$ cat src/rtl/exec_pkg.sv
// Shared types for the multi-cycle execute stage: opcodes, shifts, FSM states, flags.
// Latency: n/a (types only).
// Backpressure: n/a (types only).
package exec_pkg;

    typedef enum logic [2:0] {
        OP_ADD = 3'b000,
        OP_SUB = 3'b001,
        OP_AND = 3'b010,
        OP_NOT = 3'b011,
        OP_MUL = 3'b100
    } op_e;

    typedef enum logic [1:0] {
        SH_NONE = 2'b00,
        SH_LSL1 = 2'b01,
        SH_LSR1 = 2'b10,
        SH_ASR1 = 2'b11
    } shift_e;

    typedef enum logic [1:0] {
        IDLE = 2'b00,
        MUL  = 2'b01,
        HOLD = 2'b10
    } state_e;

    // Field order gives the {N,Z,V} bit layout seen on out_flags.
    typedef struct packed {
        logic n;
        logic z;
        logic v;
    } flags_t;

endpackage

$ cat src/rtl/exec_seq_mul.sv
// Iterative unsigned W x W multiplier, one shift-add step per cycle.
// Latency: start edge, then W iteration edges; done is high during the last iteration cycle.
// Backpressure: none; the caller decides when to read product after done.
module exec_seq_mul #(
    parameter int W = 16
) (
    input  logic           clk,
    input  logic           rst,
    input  logic           start,
    input  logic [W-1:0]   a,
    input  logic [W-1:0]   b,
    output logic           done,
    output logic [2*W-1:0] product
);

    localparam int CW = $clog2(W + 1);
    localparam logic [CW-1:0] LAST = CW'(W - 1);

    logic [CW-1:0]  cnt_q,    cnt_d;
    logic           run_q,    run_d;
    logic [2*W-1:0] acc_q,    acc_d;
    logic [2*W-1:0] mcand_q,  mcand_d;
    logic [W-1:0]   mplier_q, mplier_d;

    // Load operands on start, otherwise perform one shift-add step while running.
    always_comb begin
        cnt_d    = cnt_q;
        run_d    = run_q;
        acc_d    = acc_q;
        mcand_d  = mcand_q;
        mplier_d = mplier_q;
        done     = 1'b0;
        if (start) begin
            cnt_d    = '0;
            run_d    = 1'b1;
            acc_d    = '0;
            mcand_d  = {{W{1'b0}}, a};
            mplier_d = b;
        end else if (run_q) begin
            if (mplier_q[0]) begin
                acc_d = acc_q + mcand_q;
            end
            mcand_d  = mcand_q << 1;
            mplier_d = mplier_q >> 1;
            cnt_d    = cnt_q + 1'b1;
            // The step committed at the coming edge is the W-th one.
            if (cnt_q == LAST) begin
                run_d = 1'b0;
                done  = 1'b1;
            end
        end
    end

    // Multiplier state registers; reset aborts any multiply in progress.
    always_ff @(posedge clk or negedge rst) begin
        if (!rst) begin
            cnt_q    <= '0;
            run_q    <= 1'b0;
            acc_q    <= '0;
            mcand_q  <= '0;
            mplier_q <= '0;
        end else begin
            cnt_q    <= cnt_d;
            run_q    <= run_d;
            acc_q    <= acc_d;
            mcand_q  <= mcand_d;
            mplier_q <= mplier_d;
        end
    end

    assign product = acc_q;

endmodule

$ cat src/rtl/exec_stage_mc.sv
// Execute stage: operand mux/shift, ALU, N/Z/V flags, registered result with iterative MUL.
// Latency: 1 cycle for ALU ops; W+1 cycles for MUL plus any downstream stall in HOLD.
// Backpressure: valid/ready; output held while out_valid && !out_ready, in_ready drops then.
module exec_stage_mc
    import exec_pkg::*;
#(
    parameter int W    = 16,
    parameter int TAGW = 32
) (
    input  logic            clk,
    input  logic            rst,
    input  logic            in_valid,
    output logic            in_ready,
    input  logic [2:0]      in_op,
    input  logic [1:0]      in_shift,
    input  logic            in_asel,
    input  logic            in_bsel,
    input  logic [W-1:0]    in_rn,
    input  logic [W-1:0]    in_rm,
    input  logic [W-1:0]    in_imm,
    input  logic [TAGW-1:0] in_tag,
    output logic            out_valid,
    input  logic            out_ready,
    output logic [W-1:0]    out_result,
    output logic [2:0]      out_flags,
    output logic [TAGW-1:0] out_tag,
    output logic            busy
);

    state_e          state_q, state_d;
    logic            out_valid_q, out_valid_d;
    logic [W-1:0]    out_result_q, out_result_d;
    flags_t          out_flags_q, out_flags_d;
    logic [TAGW-1:0] out_tag_q, out_tag_d;
    logic [TAGW-1:0] mul_tag_q, mul_tag_d;

    logic [W-1:0]    a_opnd, b_opnd, rm_sh, alu_res;
    logic            alu_v;
    flags_t          alu_flags, mul_flags;
    logic            out_free, accept, is_mul, mul_start, mul_done, load;
    logic [2*W-1:0]  mul_prod;

    assign out_free = !out_valid_q || out_ready;
    assign in_ready = (state_q == IDLE) && out_free;
    assign accept   = in_valid && in_ready;
    assign is_mul   = (op_e'(in_op) == OP_MUL);

    // Operand formation and single-cycle ALU with its flags.
    always_comb begin
        a_opnd = in_bsel ? in_imm : in_rn;
        case (shift_e'(in_shift))
            SH_LSL1: rm_sh = {in_rm[W-2:0], 1'b0};
            SH_LSR1: rm_sh = {1'b0, in_rm[W-1:1]};
            SH_ASR1: rm_sh = {in_rm[W-1], in_rm[W-1:1]};
            default: rm_sh = in_rm;
        endcase
        b_opnd = in_asel ? '0 : rm_sh;

        alu_v = 1'b0;
        case (op_e'(in_op))
            OP_SUB: begin
                alu_res = a_opnd - b_opnd;
                alu_v   = (a_opnd[W-1] != b_opnd[W-1]) && (alu_res[W-1] != a_opnd[W-1]);
            end
            OP_AND:  alu_res = a_opnd & b_opnd;
            OP_NOT:  alu_res = ~b_opnd;
            // ADD, and the unused encodings, which behave as ADD.
            default: begin
                alu_res = a_opnd + b_opnd;
                alu_v   = (a_opnd[W-1] == b_opnd[W-1]) && (alu_res[W-1] != a_opnd[W-1]);
            end
        endcase

        alu_flags   = '0;
        alu_flags.n = alu_res[W-1];
        alu_flags.z = (alu_res == '0);
        alu_flags.v = alu_v;

        // MUL overflow means the high half of the full product is nonzero.
        mul_flags   = '0;
        mul_flags.n = mul_prod[W-1];
        mul_flags.z = (mul_prod[W-1:0] == '0);
        mul_flags.v = |mul_prod[2*W-1:W];
    end

    exec_seq_mul #(.W(W)) u_mul (
        .clk     (clk),
        .rst     (rst),
        .start   (mul_start),
        .a       (a_opnd),
        .b       (b_opnd),
        .done    (mul_done),
        .product (mul_prod)
    );

    // FSM next state and output register load selection.
    always_comb begin
        state_d      = state_q;
        out_result_d = out_result_q;
        out_flags_d  = out_flags_q;
        out_tag_d    = out_tag_q;
        mul_tag_d    = mul_tag_q;
        mul_start    = 1'b0;
        load         = 1'b0;
        case (state_q)
            IDLE: begin
                if (accept) begin
                    if (is_mul) begin
                        mul_start = 1'b1;
                        mul_tag_d = in_tag;
                        state_d   = MUL;
                    end else begin
                        load         = 1'b1;
                        out_result_d = alu_res;
                        out_flags_d  = alu_flags;
                        out_tag_d    = in_tag;
                    end
                end
            end
            MUL: begin
                if (mul_done) begin
                    state_d = HOLD;
                end
            end
            HOLD: begin
                if (out_free) begin
                    load         = 1'b1;
                    out_result_d = mul_prod[W-1:0];
                    out_flags_d  = mul_flags;
                    out_tag_d    = mul_tag_q;
                    state_d      = IDLE;
                end
            end
            default: state_d = IDLE;
        endcase
        // A new load keeps valid high even when the old result drains on the same edge.
        out_valid_d = load || (out_valid_q && !out_ready);
    end

    // Stage state and output register.
    always_ff @(posedge clk or negedge rst) begin
        if (!rst) begin
            state_q      <= IDLE;
            out_valid_q  <= 1'b0;
            out_result_q <= '0;
            out_flags_q  <= '0;
            out_tag_q    <= '0;
            mul_tag_q    <= '0;
        end else begin
            state_q      <= state_d;
            out_valid_q  <= out_valid_d;
            out_result_q <= out_result_d;
            out_flags_q  <= out_flags_d;
            out_tag_q    <= out_tag_d;
            mul_tag_q    <= mul_tag_d;
        end
    end

    assign out_valid  = out_valid_q;
    assign out_result = out_result_q;
    assign out_flags  = out_flags_q;
    assign out_tag    = out_tag_q;
    assign busy       = (state_q != IDLE);

endmodule

$ cat config.mk
export PLATFORM = sky130hd
export DESIGN_NAME = exec_stage_mc
export DESIGN_NICKNAME = d
export VERILOG_FILES = /design/src/rtl/exec_pkg.sv /design/src/rtl/exec_seq_mul.sv /design/src/rtl/exec_stage_mc.sv
export SDC_FILE = /design/constraint.sdc
export NUM_CORES = 1
export LEC_CHECK = 0
export ABC_AREA = 1
export BUFFER_PORTS_ARGS = -buffer_cell sky130_fd_sc_hd__buf_2
export CAP_MARGIN = 5
export CORE_MARGIN = 4
export CORE_UTILIZATION = 64
export DETAILED_ROUTE_END_ITERATION = 7
export HOLD_SLACK_MARGIN = 0.05
export PLACE_DENSITY = 0.94
export REMOVE_ABC_BUFFERS = 1
export SYNTH_ARGS = -nofsm -noshare
export SYNTH_HDL_FRONTEND = slang
export SYNTH_SLANG_ARGS = --single-unit
$ cat constraint.sdc
create_clock -name clk -period 4.5 [get_ports clk]
set_clock_uncertainty 0.1 [all_clocks]
set_input_delay 0.225 -clock clk [delete_from_list [all_inputs] [get_ports clk]]
set_output_delay 0.225 -clock clk [all_outputs]
set_load 0.005 [all_outputs]
==> metrics.txt, run 1 <==
# TYPE chip_impl_metric gauge
chip_impl_metric{name="detail_route.first_pass.iterations",unit=""} 6
chip_impl_metric{name="drt_iter0_markers",unit=""} 1655
chip_impl_metric{name="area.growth.synth_to_final",unit="%"} 15.1
chip_impl_metric{name="initial_utilization",unit=""} 0.656
chip_impl_metric{name="die-area",unit="sq mm"} 0.0208
chip_impl_metric{name="worstPathRequired",unit="ns"} 4.73
chip_impl_info{name="postSynth.topFlopCell",value="dfrtp_1"} 1
chip_impl_metric{name="first_pass_grt_wire_length",unit="um"} 62100
chip_impl_metric{name="yosysWarnings",unit=""} 0
chip_impl_info{name="tritoncts",value="built"} 1
chip_impl_metric{name="slew-limit-headroom",unit=""} 0.322
chip_impl_metric{name="gp_congestion",unit=""} 0.987
chip_impl_metric{name="hpwl",unit="um"} 26800
chip_impl_metric{name="cts_setup_buffers",unit=""} 0
chip_impl_info{name="timing.critical_path.from_type",value="flop"} 1
chip_impl_metric{name="port-buffer-count",unit=""} 144
chip_impl_metric{name="fp.dieW",unit="um"} 144
chip_impl_metric{name="combPwrFrac",unit=""} 0.460
chip_impl_metric{name="grt_overflow",unit=""} 0
chip_impl_metric{name="design.core.area",unit="sq mm"} 0.0181
chip_impl_metric{name="synth-async-reset-ratio",unit=""} 1.00
chip_impl_metric{name="timing.fmax",unit="MHz"} 307
chip_impl_info{name="status",value="finished, final reports clean"} 1
chip_impl_metric{name="crit_arrival",unit="ns"} 3.49
chip_impl_metric{name="transition_at_the_pin_with_the_smallest_max_transition_slack",unit="ns"} 1.02
chip_impl_metric{name="grt_usage",unit=""} 0.377
chip_impl_metric{name="timing.final.hold_violations",unit=""} 0
chip_impl_metric{name="max_cap_violations",unit=""} 0
chip_impl_info{name="type_of_the_worst_setup_path",value="flop to flop"} 1
chip_impl_metric{name="yosysSeqAreaShare",unit=""} 0.360
chip_impl_info{name="grt_setup_unrepaired",value="false"} 1
chip_impl_metric{name="worst_setup_margin",unit="ns"} 1.24
chip_impl_metric{name="finish.net_count",unit=""} 1992
chip_impl_metric{name="drc_errors",unit=""} 0
chip_impl_metric{name="share_seq_of_total_power",unit=""} 0.346
chip_impl_metric{name="met3_wirelength",unit="um"} 3440
chip_impl_metric{name="wl_on_met1",unit="um"} 14700
chip_impl_metric{name="layout_worst_path_cycle_share",unit=""} 0.724
chip_impl_metric{name="clkPwrFrac",unit=""} 0.194
chip_impl_metric{name="power.internal",unit="mW"} 4.19
chip_impl_metric{name="routed_length_on_met2",unit="um"} 19000
chip_impl_info{name="highest_layer",value="met4"} 1
chip_impl_metric{name="routed_wirelength",unit="um"} 39400
chip_impl_metric{name="clkSlewWorstSetupHoldPaths",unit="ns"} 0.07
chip_impl_metric{name="number_of_antenna_violations_at_the_first_check_in_global_routing",unit=""} 0
chip_impl_metric{name="sw_frac",unit=""} 0.466
chip_impl_metric{name="clock_tree.htree_level_count",unit=""} 4
chip_impl_metric{name="num_io_pins",unit=""} 145
chip_impl_metric{name="ys_ff_latch",unit=""} 171
chip_impl_info{name="worstSetupStartpoint",value="state_q[0]"} 1
chip_impl_metric{name="diodes",unit=""} 0
chip_impl_metric{name="power_per_cell_area",unit="mW/mm^2"} 575
chip_impl_metric{name="post_synth_cell_types",unit=""} 53
chip_impl_info{name="setup.worst_path.end_class",value="flop"} 1
chip_impl_metric{name="cts.repair.resized",unit=""} 0
chip_impl_info{name="timing.hold.worst.class",value="input port to flop"} 1
chip_impl_metric{name="cts_made_buffers",unit=""} 17
chip_impl_metric{name="syn_avg_cell_area",unit="sq um"} 7.03
chip_impl_metric{name="grt_start_max_net_pins",unit=""} 85
chip_impl_metric{name="irDropWorstVdd",unit="uV"} 390
chip_impl_info{name="timing.hold.worst.start",value="out_ready"} 1
chip_impl_metric{name="drtAntennaViolNets",unit=""} 0
chip_impl_info{name="synth_largest_area_cell",value="dfrtp_1"} 1
chip_impl_metric{name="drt-wirelength-per-cell",unit="um"} 19.0
chip_impl_metric{name="power.net_switching",unit="mW"} 3.66
chip_impl_metric{name="timing.final.setup_violations",unit=""} 0
chip_impl_metric{name="synth_area",unit="sq mm"} 0.0119
chip_impl_metric{name="cts_max_path_buffers",unit=""} 2
chip_impl_metric{name="p_leak",unit="nW"} 7.00
chip_impl_info{name="synthTopCellsByArea",value="dfrtp_1, nand2_1, ha_1, inv_1, nor2_1"} 1
chip_impl_metric{name="cp_max_fo",unit=""} 33
chip_impl_metric{name="synth_enable_flop_cells",unit=""} 0
chip_impl_info{name="timing.rr.start",value="state_q[0]"} 1
chip_impl_metric{name="report.power.total",unit="mW"} 7.85
chip_impl_metric{name="die_h",unit="um"} 144
chip_impl_metric{name="post_layout_minimum_cycle_time",unit="ns"} 3.26
chip_impl_metric{name="synth.top_cell.area_share",unit=""} 0.360
chip_impl_info{name="root_buffer",value="clkbuf_16"} 1
chip_impl_metric{name="synthesis.instances",unit=""} 1689
chip_impl_metric{name="timing.final.max_slew_violations",unit=""} 0
chip_impl_metric{name="num_rows",unit=""} 49
chip_impl_metric{name="cts.sink_count",unit=""} 171
chip_impl_metric{name="vias_per_cell",unit=""} 6.22
chip_impl_metric{name="grt_pass1_vias",unit=""} 12500
chip_impl_metric{name="worst_slack_at_placement",unit="ns"} 0.934
chip_impl_metric{name="final_layout_size_suffix_gt1_frac",unit=""} 0.139
chip_impl_metric{name="via_count",unit=""} 12900
chip_impl_metric{name="whs",unit="ns"} 0.0710
chip_impl_metric{name="insertion_delay",unit="ns"} 0.44
through the flow:
| step | utilization | TNS, ns | instances | cell area [sq um] |
|---|---|---|---|---|
| floorplan | - | -15.46 | 1624 | 11600 |
| global placement | 0.703 | 0 | 2010 | 12700 |
| detailed placement | 0.703 | 0 | 2010 | 12700 |
| CTS | 0.755 | 0 | 2075 | 13700 |
| global route | 0.755 | 0 | 2075 | 13700 |
| finish | 0.755 | 0 | 2075 | 13700 |
cell families after synthesis:
| family | after synthesis | share of synthesized area |
|---|---|---|
| fa+ha+maj | 68 | 0.0736 |
| compound gates | 309 | 0.158 |
| xor+xnor | 13 | 0.00959 |
| mux | 14 | 0.0133 |
| simple gates | 864 | 0.303 |
| flops | 171 | 0.360 |
| buf+inv | 250 | 0.0825 |
timing repair:
item	in CTS	in global routing
setup endpoints to repair	0	0
hold endpoints to repair	146	0
hold buffers	33	0
power by group through the flow:
| stage | Combinational, mW | Sequential (mW) | Clock [mW] |
|---|---|---|---|
| after floorplan | 2.21 | 2.62 | 0 |
| after global placement | 3.27 | 2.65 | 0 |
| after detailed placement | 3.40 | 2.68 | 0 |
| after CTS | 3.48 | 2.66 | 1.51 |
| after global routing | 3.98 | 2.76 | 1.58 |
| final | 3.61 | 2.71 | 1.52 |
final cells by class:
| cell class | count | area [sq um] |
|---|---|---|
| clock buffers | 17 | 425 |
| well taps | 229 | 287 |
| fillers | 1282 | 4420 |
| inverters | 185 | 694 |
| clock inverters | 15 | 185 |
| flip-flops and latches | 171 | 4280 |
| multi-input cells | 1268 | 6640 |
| repair buffers | 190 | 1150 |
per-layer routing:
layer,up-vias,GRT usage
li1,5861,-
met4,0,0.192
met1,5999,0.459
met5,-,0
met3,223,0.0668
met2,826,0.643
critical path, stage by stage (launching register included):
cell	delay, ns
dfrtp_1	0.43
nor2_1	0.10
inv_1	0.13
nor2_1	0.07
nand2_1	0.14
nor2_4	0.07
buf_4	0.24
nor2_4	0.77
inv_1	0.70
o211ai_1	0.41
cells in the mapped netlist (20+ instances only):
| master | count |
|---|---|
| a21oi_1 | 94 |
| a31oi_1 | 35 |
| buf_2 | 20 |
| clkbuf_1 | 33 |
| dfrtp_1 | 171 |
| ha_1 | 65 |
| inv_1 | 175 |
| nand2_1 | 540 |
| nand3_1 | 109 |
| nor2_1 | 148 |
| o211ai_1 | 22 |
| o21ai_0 | 82 |
final timing paths:
kind,to,slack [ns],cells past startpoint
setup reg to reg,u_mul.mcand_q[1],1.24,9
min in group asynchronous,u_mul.mcand_q[19],0.28,2
setup / recovery,u_mul.mcand_q[1],1.24,9
max in group asynchronous,out_result[7],2.84,3
hold reg to reg,out_result[14],0.38,2
hold / removal,out_valid,0.07,4
registers in the layout (all words and copies together) (netlist names), 2 cells and up:
signal and flops:
out_tag 32, out_result 16, u_mul.cnt_q 5, u_mul.product 32, u_mul.mplier_q 16, u_mul.mcand_q 32, out_flags 2, state_q 2
mul_tag_q 32
placed cells by master (no fill, tap or decap), drive strengths merged, types with 3 or more instances in the layout:
cell type,synthesis,layout
a21o,8,8
a21oi,99,99
a22oi,9,9
a31oi,35,35
and2,4,4
buf,31,157
clkbuf,34,17
clkinv,1,8
dfrtp,171,171
dlygate4sd3,0,33
fa,3,3
ha,65,65
inv,184,191
mux2,14,14
nand2,549,549
nand3,111,111
nand4,15,15
nor2,155,155
nor3,20,20
nor4,8,8
o211ai,22,22
o21ai,91,91
o21bai,5,5
o221ai,5,5
o22ai,9,9
o311ai,8,8
o31ai,11,11
xnor2,3,3
xor2,10,10
Note: power is estimated with default switching activity, not from simulation.
==> inputs of run 2 (changes only) <==
- CORE_UTILIZATION: 64 -> 54
- PLACE_DENSITY: 0.94 -> 0.85
- clock period: 4.5 -> 2.93 ns (I/O delays scaled with it)
==> metrics.txt, run 2 (same netlist as run 1, synthesis figures left out) <==
# TYPE chip_impl_metric gauge
chip_impl_metric{name="p_leak",unit="nW"} 7.31
chip_impl_metric{name="hpwl",unit="um"} 27600
chip_impl_info{name="r2r_end",value="u_mul.product[22]"} 1
chip_impl_metric{name="final_cell_area",unit="sq mm"} 0.0142
chip_impl_metric{name="timing.critical_path.buf_inv",unit=""} 1
chip_impl_info{name="setup.worst_path.end_class",value="flop"} 1
chip_impl_info{name="worstSetupStartpoint",value="u_mul.mcand_q[0]"} 1
chip_impl_metric{name="design.core.area",unit="sq mm"} 0.0214
chip_impl_metric{name="die_h",unit="um"} 156
chip_impl_info{name="root_buffer",value="clkbuf_16"} 1
chip_impl_metric{name="power.internal",unit="mW"} 6.60
chip_impl_metric{name="timing.final.setup_violations",unit=""} 0
chip_impl_info{name="cpMostUsedCell",value="nand2_1"} 1
chip_impl_info{name="most-common-layout-cells",value="nand2_1, inv_1, dfrtp_1"} 1
chip_impl_metric{name="combPwrFrac",unit=""} 0.469
chip_impl_metric{name="port-buffer-count",unit=""} 144
chip_impl_metric{name="drt-wirelength-per-cell",unit="um"} 17.4
chip_impl_metric{name="cts.sink_count",unit=""} 171
chip_impl_metric{name="clkPwrFrac",unit=""} 0.185
chip_impl_metric{name="diodes",unit=""} 0
chip_impl_metric{name="share_seq_of_total_power",unit=""} 0.346
chip_impl_metric{name="cts_made_buffers",unit=""} 17
chip_impl_metric{name="detail_route.first_pass.iterations",unit=""} 6
chip_impl_info{name="timing.rr.start",value="u_mul.mcand_q[0]"} 1
chip_impl_metric{name="first_pass_grt_wire_length",unit="um"} 61100
chip_impl_metric{name="timing.fmax",unit="MHz"} 368
chip_impl_metric{name="number_of_antenna_violations_at_the_first_check_in_global_routing",unit=""} 0
chip_impl_metric{name="power_per_cell_area",unit="mW/mm^2"} 844
chip_impl_metric{name="clock_tree.htree_level_count",unit=""} 4
chip_impl_info{name="critical_path.slowest_cell",value="fa_1"} 1
chip_impl_info{name="status",value="finished, final reports clean"} 1
chip_impl_metric{name="drc_errors",unit=""} 0
chip_impl_metric{name="crit_arrival",unit="ns"} 2.94
chip_impl_metric{name="grt_start_max_net_pins",unit=""} 80
chip_impl_info{name="timing.hold.worst.class",value="input port to flop"} 1
chip_impl_metric{name="sw_frac",unit=""} 0.451
chip_impl_metric{name="fin_util",unit=""} 0.666
chip_impl_metric{name="vias_per_cell",unit=""} 5.74
chip_impl_metric{name="routed_wirelength",unit="um"} 38100
chip_impl_info{name="path_cells",value="ha_1, inv_1, fa_1, o21ai_2, nand2_1, nand2_1, a21o_2, nand2_1, nand2_1, nand2_1, o21ai_1, nand2_1, nand2_1, o21ai_0"} 1
chip_impl_metric{name="r2r_cells",unit=""} 14
chip_impl_info{name="endpoint",value="u_mul.product[22]"} 1
chip_impl_metric{name="initial_utilization",unit=""} 0.556
chip_impl_metric{name="post_layout_minimum_cycle_time",unit="ns"} 2.71
chip_impl_info{name="type_of_the_worst_setup_path",value="flop to flop"} 1
chip_impl_metric{name="die-area",unit="sq mm"} 0.0244
chip_impl_metric{name="slew-limit-headroom",unit=""} 0.455
chip_impl_metric{name="r2r_slack",unit="ns"} 0.22
chip_impl_metric{name="clkSlewWorstSetupHoldPaths",unit="ns"} 0.08
chip_impl_metric{name="final_layout_size_suffix_gt1_frac",unit=""} 0.167
chip_impl_metric{name="num_io_pins",unit=""} 145
chip_impl_metric{name="num_rows",unit=""} 53
chip_impl_info{name="tritoncts",value="built"} 1
chip_impl_metric{name="drt_iter0_markers",unit=""} 1169
chip_impl_metric{name="cp_max_fo",unit=""} 4
chip_impl_metric{name="max_cap_violations",unit=""} 0
chip_impl_metric{name="worstPathRequired",unit="ns"} 3.16
chip_impl_metric{name="fin_setup_tns",unit="ns"} 0
chip_impl_metric{name="finish.net_count",unit=""} 2057
chip_impl_info{name="cpLargestDelayFamily",value="compound AO/OA/AOI/OAI gates"} 1
chip_impl_info{name="mostFrequentLayoutCell",value="nand2_1"} 1
chip_impl_metric{name="gp_congestion",unit=""} 0.948
chip_impl_metric{name="layout_worst_path_cycle_share",unit=""} 0.926
chip_impl_info{name="timing.critical_path.from_type",value="flop"} 1
chip_impl_metric{name="via_count",unit=""} 12500
chip_impl_metric{name="timing.final.hold_violations",unit=""} 0
chip_impl_metric{name="cts_setup_buffers",unit=""} 0
chip_impl_metric{name="grt_usage",unit=""} 0.311
chip_impl_metric{name="drtAntennaViolNets",unit=""} 0
chip_impl_metric{name="cts_max_path_buffers",unit=""} 2
chip_impl_metric{name="place_area",unit="sq mm"} 0.0133
chip_impl_metric{name="worstSetupPathDepth",unit=""} 14
chip_impl_metric{name="insertion_delay",unit="ns"} 0.44
chip_impl_metric{name="fp.dieW",unit="um"} 156
chip_impl_metric{name="grt_overflow",unit=""} 0
chip_impl_metric{name="critPathMaxStageDelay",unit="ns"} 0.46
chip_impl_metric{name="timing.final.max_slew_violations",unit=""} 0
chip_impl_metric{name="irDropWorstVdd",unit="uV"} 481
chip_impl_metric{name="power.net_switching",unit="mW"} 5.41
chip_impl_metric{name="grt_pass1_vias",unit=""} 12200
chip_impl_metric{name="transition_at_the_pin_with_the_smallest_max_transition_slack",unit="ns"} 0.817
chip_impl_metric{name="area.growth.synth_to_final",unit="%"} 19.8
chip_impl_metric{name="whs",unit="ns"} 0.0632
chip_impl_info{name="grt_setup_unrepaired",value="false"} 1
run 2: through the flow:
stage / std cells / total power [mW] / setup slack (ns)
final: 2185 / 12.0 / 0.216
after global routing: 2185 / 12.9 / 0.0541
after CTS: 2185 / 11.9 / 0.200
after detailed placement: 2120 / 9.56 / -0.0652
after global placement: 2120 / 9.37 / -0.0455
after floorplan: 1624 / 7.42 / -2.09
run 2: layout make-up:
| type | count | area, sq um |
|---|---|---|
| Fill cell | 1792 | 7130 |
| Multi-Input combinational cell | 1268 | 6630 |
| Sequential cell | 171 | 4280 |
| Timing Repair Buffer | 255 | 1700 |
| Inverter | 185 | 694 |
| Clock buffer | 17 | 425 |
| Tap cell | 275 | 344 |
| Clock inverter | 14 | 154 |
run 2: worst reg2reg max path, cell delays in order (launching register included):
cell	delay, ns
dfrtp_1	0.44
ha_1	0.19
inv_1	0.08
fa_1	0.46
o21ai_2	0.23
nand2_1	0.07
nand2_1	0.10
a21o_2	0.19
nand2_1	0.06
nand2_1	0.15
nand2_1	0.10
o21ai_1	0.23
nand2_1	0.08
nand2_1	0.06
o21ai_0	0.06
run 2: power by group through the flow:
stage	Sequential, mW	Combinational [mW]	Clock [mW]
2_1_floorplan	4.02	3.40	0
3_3_place_gp	4.11	5.26	0
3_5_place_dp	4.14	5.42	0
4_1_cts	4.10	5.53	2.23
5_1_grt	4.25	6.28	2.33
6_report	4.16	5.63	2.22
run 2: worst min path at each step:
stage                    from           endpoint  slack (ns)  cells past startpoint
floorplan                 rst       mul_tag_q[0]       -0.25                      0
global placement          rst  u_mul.mcand_q[21]        0.12                      1
detailed placement        rst  u_mul.mcand_q[21]        0.12                      1
CTS                 in_rn[13]  u_mul.mcand_q[13]        0.05                      4
global route        in_rn[13]  u_mul.mcand_q[13]        0.08                      4
finish              in_rn[13]  u_mul.mcand_q[13]        0.06                      4
run 2: repair_timing:
action | CTS | global route
hold buffers | 34 | 0
endpoints found under the hold margin | 143 | 0
endpoints found under the setup margin | 0 | 1
resized for setup | 0 | 1
run 2: routing by layer:
metal,share of wire,vias up,global-route usage
met2,0.49,600,0.531
met1,0.41,5843,0.396
li1,-,5987,-
met3,0.069,119,0.0525
met4,0.037,0,0.121
met5,0,-,0
